[config.mk]
export PLATFORM = sky130hd
export DESIGN_NAME = imem_loader
export DESIGN_NICKNAME = d
export VERILOG_FILES = /design/src/rtl/imem_loader.sv
export SDC_FILE = /design/constraint.sdc
export NUM_CORES = 1
export LEC_CHECK = 0
export BUFFER_PORTS_ARGS = -buffer_cell sky130_fd_sc_hd__clkbuf_2
export CORE_MARGIN = 2
export CORE_UTILIZATION = 56
export DETAILED_ROUTE_END_ITERATION = 8
export PLACE_DENSITY_LB_ADDON = 0.2
export SKIP_LAST_GASP = 1
export SLEW_MARGIN = 20
export SYNTH_ARGS = -nofsm -noshare
export SYNTH_HDL_FRONTEND = slang
export SYNTH_SLANG_ARGS = --single-unit
[constraint.sdc]
create_clock -name clk_i -period 2.3 [get_ports clk_i]
set_input_delay 0.115 -clock clk_i [delete_from_list [all_inputs] [get_ports clk_i]]
set_output_delay 0.115 -clock clk_i [all_outputs]
set_load 0.03 [all_outputs]
[src/rtl/imem_loader.sv]
// Boot loader: assembles a big-endian byte stream into 32-bit words, writes them to IMEM and holds the core in reset until done.
// Optional checksum byte enabled by defining IMEM_LOADER_CHECKSUM_EN.
module imem_loader #(
  parameter int ADDR_W = 8
) (
  input  logic              clk_i,
  input  logic              reset_i,
  input  logic              in_valid_i,
  input  logic [7:0]        in_data_i,
  output logic              in_ready_o,
  output logic              imem_we_o,
  output logic [ADDR_W-1:0] imem_addr_o,
  output logic [31:0]       imem_wdata_o,
  output logic              core_reset_o,
  output logic              done_o,
  output logic              error_o
);

  typedef enum logic [2:0] {
    S_LEN_HI, S_LEN_LO, S_DATA, S_CHK, S_DONE, S_ERR
  } state_e;

  localparam logic [16:0] CAP = 17'(1) << ADDR_W;

`ifdef IMEM_LOADER_CHECKSUM_EN
  localparam state_e S_END = S_CHK;
`else
  localparam state_e S_END = S_DONE;
`endif

  state_e              state_q, state_d;
  logic [7:0]          len_hi_q, len_hi_d;
  logic [ADDR_W-1:0]   last_q, last_d;
  logic [ADDR_W-1:0]   idx_q, idx_d;
  logic [1:0]          bcnt_q, bcnt_d;
  logic [23:0]         shreg_q, shreg_d;
  logic                ready_q, ready_d;
  logic                we_q, we_d;
  logic [ADDR_W-1:0]   addr_q, addr_d;
  logic [31:0]         wdata_q, wdata_d;
  logic                core_rst_q, core_rst_d;
  logic                done_q, done_d;
  logic                err_q, err_d;
`ifdef IMEM_LOADER_CHECKSUM_EN
  logic [7:0]          sum_q, sum_d;
`endif

  logic        xfer;
  logic [15:0] len_n;

  assign xfer  = in_valid_i && ready_q;
  assign len_n = {len_hi_q, in_data_i};

  always_ff @(posedge clk_i) begin
    if (reset_i) begin
      state_q    <= S_LEN_HI;
      len_hi_q   <= '0;
      last_q     <= '0;
      idx_q      <= '0;
      bcnt_q     <= '0;
      shreg_q    <= '0;
      ready_q    <= 1'b0;
      we_q       <= 1'b0;
      addr_q     <= '0;
      wdata_q    <= '0;
      core_rst_q <= 1'b1;
      done_q     <= 1'b0;
      err_q      <= 1'b0;
`ifdef IMEM_LOADER_CHECKSUM_EN
      sum_q      <= '0;
`endif
    end else begin
      state_q    <= state_d;
      len_hi_q   <= len_hi_d;
      last_q     <= last_d;
      idx_q      <= idx_d;
      bcnt_q     <= bcnt_d;
      shreg_q    <= shreg_d;
      ready_q    <= ready_d;
      we_q       <= we_d;
      addr_q     <= addr_d;
      wdata_q    <= wdata_d;
      core_rst_q <= core_rst_d;
      done_q     <= done_d;
      err_q      <= err_d;
`ifdef IMEM_LOADER_CHECKSUM_EN
      sum_q      <= sum_d;
`endif
    end
  end

  always_comb begin
    state_d  = state_q;
    len_hi_d = len_hi_q;
    last_d   = last_q;
    idx_d    = idx_q;
    bcnt_d   = bcnt_q;
    shreg_d  = shreg_q;
    we_d     = 1'b0;
    addr_d   = addr_q;
    wdata_d  = wdata_q;
`ifdef IMEM_LOADER_CHECKSUM_EN
    sum_d    = sum_q;
    if (xfer && (state_q == S_LEN_HI || state_q == S_LEN_LO || state_q == S_DATA)) begin
      sum_d = sum_q + in_data_i;
    end
`endif

    case (state_q)
      S_LEN_HI: begin
        if (xfer) begin
          len_hi_d = in_data_i;
          state_d  = S_LEN_LO;
        end
      end
      S_LEN_LO: begin
        if (xfer) begin
          idx_d  = '0;
          bcnt_d = '0;
          last_d = ADDR_W'(len_n - 16'd1);
          if ({1'b0, len_n} > CAP) begin
            state_d = S_ERR;
          end else if (len_n == 16'd0) begin
            state_d = S_END;
          end else begin
            state_d = S_DATA;
          end
        end
      end
      S_DATA: begin
        if (xfer) begin
          bcnt_d  = bcnt_q + 2'd1;
          shreg_d = {shreg_q[15:0], in_data_i};
          if (bcnt_q == 2'd3) begin
            we_d    = 1'b1;
            addr_d  = idx_q;
            wdata_d = {shreg_q, in_data_i};
            // last_q = N-1 always fits because N never exceeds capacity here
            if (idx_q == last_q) begin
              state_d = S_END;
            end else begin
              idx_d = idx_q + 1'b1;
            end
          end
        end
      end
      S_CHK: begin
`ifdef IMEM_LOADER_CHECKSUM_EN
        if (xfer) begin
          state_d = ((sum_q + in_data_i) == 8'd0) ? S_DONE : S_ERR;
        end
`endif
      end
      default: ;
    endcase

    ready_d    = (state_d != S_DONE) && (state_d != S_ERR);
    // Status lags the state by one edge so the final IMEM write lands before the core fetches.
    core_rst_d = (state_q != S_DONE);
    done_d     = (state_q == S_DONE);
    err_d      = (state_q == S_ERR);
  end

  assign in_ready_o   = ready_q;
  assign imem_we_o    = we_q;
  assign imem_addr_o  = addr_q;
  assign imem_wdata_o = wdata_q;
  assign core_reset_o = core_rst_q;
  assign done_o       = done_q;
  assign error_o      = err_q;

endmodule

# Yosys cells after proc, flatten, opt, wreduce, memory -nomap -nowiden
# Index checks and enable logic that the tools add are counted.
[classes]
n_eq_ne = 13
bitwise = 2
reduce_logical = 12
addsub = 3
n_mux = 17
magnitude_cmp = 1
[ops]
columns = ["op", "n"]
rows = [
  ["8-bit 2-to-1 mux", 4],
  ["3-bit 2-to-1 mux", 7],
  ["16-bit by 9-bit greater-than comparator with 1-bit output, second input constant", 1],
  ["16-bit zero test", 1],
  ["8-bit case mux with 2 select lines", 1],
  ["3-bit inequality test, second input constant", 3],
  ["3-bit case mux with 3 select lines", 1],
  ["8-bit by 1-bit adder with 8-bit output, second input constant", 1],
  ["8-bit equality test", 1],
  ["2-bit inequality test, second input constant", 4],
  ["8-bit by 1-bit subtractor with 8-bit output, second input constant", 1],
  ["3-bit equality test, second input constant", 2],
  ["2-bit AND reduction", 3],
  ["3-bit AND reduction", 2],
  ["5-bit AND reduction", 1],
  ["2-bit 2-to-1 mux", 2],
  ["2-bit case mux with 2 select lines", 1],
  ["3-bit by 1-bit equality test with 1-bit output, second input constant", 1],
  ["3-bit by 2-bit equality test with 1-bit output, second input constant", 1],
  ["3-bit zero test", 1],
  ["3-bit OR reduction", 1],
  ["2-bit by 1-bit adder with 2-bit output, second input constant", 1],
  ["2-bit equality test, second input constant", 1],
  ["1-bit logical AND", 2],
  ["other kinds (3)", 4],
]
[totals]
word_cells = 61
register_bits = 98

# Logic depth before layout (Yosys ltp)
[depth]
word_depth = 7
depth_mapped = 7

# Least setup slack after synthesis
# OpenSTA, ideal clock, no wires.
[synth_timing]
path_type = "flip-flop to flip-flop"
start = "reg ready_q (netlist: in_ready_o)"
end = "reg last_q[6]"
setup_slack_ps = 565
synth_period_minus_slack_ps = 1735
t_arrival_ps = 1650
required_ps = 2214
path_stages_with_launch = 7
path_cell_list = "dfxtp_1 -> and4bb_4 -> and2_1 -> buf_2 -> buf_1 -> nor2_1 -> a211oi_1"
[synth_between]
elab_chain_cells = 2
[synth_rtl]
columns = ["item", "line_no", "rtl"]
rows = [
  ["start, declared", "37", "logic ready_q, ready_d;"],
  ["start signal, assigned", "79", "ready_q <= ready_d;"],
  ["1-bit logical AND", "51", "assign xfer = in_valid_i && ready_q;"],
  ["2-bit AND reduction (no source line)", "--", ""],
  ["end signal, assigned", "75", "last_q <= last_d;"],
  ["end, declared", "33", "logic [ADDR_W-1:0] last_q, last_d;"],
]
# No other way between the ends.
# A chain may end at the register's enable or synchronous reset.

# Final worst setup path
[layout_timing]
start = "reg state_q[0]"
end = "reg shreg_q[13]"
[layout_between]
elab_chain_cells = 2
[layout_rtl]
columns = ["item", "line_no", "rtl"]
rows = [
  ["start, declared", "31", "state_e state_q, state_d;"],
  ["start signal, assigned", "73", "state_q <= state_d;"],
  ["3-bit by 2-bit equality test with 1-bit output", "109", "case (state_q)"],
  ["2-bit AND reduction (no source line)", "--", ""],
  ["end signal, assigned", "78", "shreg_q <= shreg_d;"],
  ["end, declared", "36", "logic [23:0] shreg_q, shreg_d;"],
]
# No other way between the ends.

==> metrics <==
Die Ht=87.12 µm; initial antenna violation count=0; Max H-tree Level=3; Post-Synthesis Cells=468; reg2reg end=shreg_q[13]$_SDFFE_PP0P_; I/O Buffers=55; Total Routing Usage GR=22.14%; final setup TNS=0 ns; synthesized cell area=0.003869 mm²; Int Power=2.230 mW; Die Wd=87.12 µm; max-slew violation count=0; post-synthesis sequential area ratio=50.71%; DP Worst Slack=0.3856 ns; Initial Util=57.26%; Worst Tran Pin Value=0.6537 ns; Syn Nets=483; Post-DP HPWL=5405 µm; WP depth=5; Flop pwr share=58.2%; unrepaired setup endpoints after global routing=false; Final Worst Setup Slack=0.4562 ns; Data required, critical path=2.59 ns; first-pass GRT wire length=13,300 µm; gr ovfl total=0; fin crit share=80.17%; core area=0.006756 mm²; via/cell ratio=5.434; Max Fclk=0.5423 GHz; CTS tree=done; Slew Limit Headroom=56.42%; peak supply drop=380.0 µV; DRC errors left=0; most common cell after layout, fill and taps aside=nand2_1; Final setup violation count=0; combinational power share=6.0%; Post-Route Skew=0.01066 ns; Syn Area/Cell=8.266 µm²; YS warnings=0; worst r2r src=state_q[0]$_SDFF_PP0_; clock buffer count from CTS=9; GPL Wtd Cong=0.7778; CTS Buffer Depth=2; post-synthesis cell type count=45; largest net degree at the start of global routing=42; crit path from=state_q[0]$_SDFF_PP0_; routed length per instance=13.31 µm; family with the most delay on the worst path=simple AND/OR/NAND/NOR gates; placed cells=581; drt total wl=7949 µm; Routed Antenna Nets=0; CTS Sinks=98; CP Launch Type=register; CP arrival=2.13 ns; Max-Cap Viols=0; die area=0.007589 mm²; fin crit period=1.844 ns; Reg2Reg Setup Slack=0.46 ns; number of gates resized after CTS=0; nets=527; CP peak stage delay=0.44 ns; critical path's slowest cell=nor3b_1; DRT iter0 DRCs=146; via count=3,244; switching fraction of total power=25.29%; crit-path max FO=19; number of synthesized flops with an enable pin=0; synthesized flop and latch total=98; P_sw=754.9 µW; hold depth=2; most frequent cells in the layout=nand2_1, dfxtp_1, a21oi_1; vias in the first global route=2,926; PD cells=684.3 mW/mm²; crit path kind=reg2reg; io pins=56; Rows=30; layout cells sized above 1=16.83%; FF-to-FF path depth=5; clock root cell=clkbuf_8; diode count=0; first drt pass iteration count=4; final cell count without fillers=597; critical path capture point type=register; clock power share=35.8%; CP bufs+invs=1; Post-CTS Setup Bufs=0; cell leakage power=1.632 nW; status=finished, final reports clean; Area growth syn-to-layout=12.74%; Hold Path Class=in2reg; Cell Chain, Critical Path=nor3b_1 -> and3_1 -> buf_4 -> nand2_1 -> a21oi_1; later-pin clock latency in the skew report=0.36 ns; Main synth FF type=dfxtp_1; async set or reset register ratio after synthesis=0%; Post-CTS Hold Fix Bufs=0; CTS clock-pin slew for the worst setup and hold paths=0.09 ns; Hold Violations, Final=0; crit path to=shreg_q[13]$_SDFFE_PP0P_
[layout make-up]
type	count	area, µm²
sequential	98	1962
inverter	5	18.77
timing repair buffer	65	350.3
fill	607	2395
clock buffer	10	137.6
clock inverter	6	55.05
multi-input combinational	333	1738
tap	80	100.1
[power by group through the flow]
stage | sequential (mW) | clock, mW | combinational, mW
after floorplan | 1.77 | 0 | 0.134
after global placement | 1.77 | 0 | 0.174
after detailed placement | 1.78 | 0 | 0.179
after CTS | 1.74 | 1.10 | 0.179
after global routing | 1.74 | 1.16 | 0.198
final | 1.74 | 1.07 | 0.179
[per-layer routing]
layer	track usage (%)	up-vias	wire length, µm
met5	0	-	0
met4	9.091	0	129
met3	3.223	11	370
met2	36.36	76	3715
met1	29.30	1510	3733
li1	-	1647	-
[synth_stat cells, types with 4 or more instances]
| master | count | area share, % |
|---|---|---|
| dfxtp_1 | 98 | 51 |
| xnor2_1 | 11 | 2.5 |
| nand4_1 | 5 | 0.81 |
| a21oi_1 | 67 | 8.7 |
| a211oi_1 | 7 | 1.4 |
| mux2i_1 | 12 | 3.1 |
| nand3_1 | 7 | 0.91 |
| clkbuf_1 | 24 | 2.3 |
| inv_1 | 5 | 0.49 |
| buf_2 | 4 | 0.52 |
| nand2_1 | 142 | 14 |
| ha_1 | 4 | 1.3 |
| nor2_1 | 32 | 3.1 |
[metrics by stage]
| step | power (mW) | utilization [%] | hold slack [ns] | instance area (µm²) |
|---|---|---|---|---|
| after floorplan | 1.907 | - | 0.2106 | 3869 |
| after global placement | 1.949 | 61.70 | 0.3902 | 4169 |
| after detailed placement | 1.955 | 61.70 | 0.4116 | 4169 |
| after CTS | 3.013 | 64.56 | 0.01500 | 4362 |
| after global routing | 3.101 | 64.56 | 0.03649 | 4362 |
| final | 2.985 | 64.56 | 0.02748 | 4362 |
[worst min-delay path by stage]
stage	start	to	slack, ns
2_1_floorplan	in_data_i[0]	last_q[0]$_SDFFE_PP0P_	0.21
3_3_place_gp	in_data_i[0]	last_q[0]$_SDFFE_PP0P_	0.39
3_5_place_dp	in_data_i[0]	last_q[0]$_SDFFE_PP0P_	0.41
4_1_cts	in_data_i[0]	last_q[0]$_SDFFE_PP0P_	0.01
5_1_grt	in_data_i[0]	last_q[0]$_SDFFE_PP0P_	0.04
6_report	in_data_i[0]	last_q[0]$_SDFFE_PP0P_	0.03
[cells by family after synthesis]
group	after synthesis	share of synthesized area, %
buf+inv	37	4.431
mux	12	3.105
flops	98	50.71
compound gates	92	13.71
xor+xnor	13	2.943
simple gates	212	23.80
fa+ha+maj	4	1.294
[flip-flops by register name, summed over array words and instances, names as in the netlist, 2 cells and up]
signal	count
imem_wdata_o	32
shreg_q	24
idx_q	8
imem_addr_o	8
last_q	8
len_hi_q	8
state_q	3
bcnt_q	2
Power figures use the tool's default switching activity.
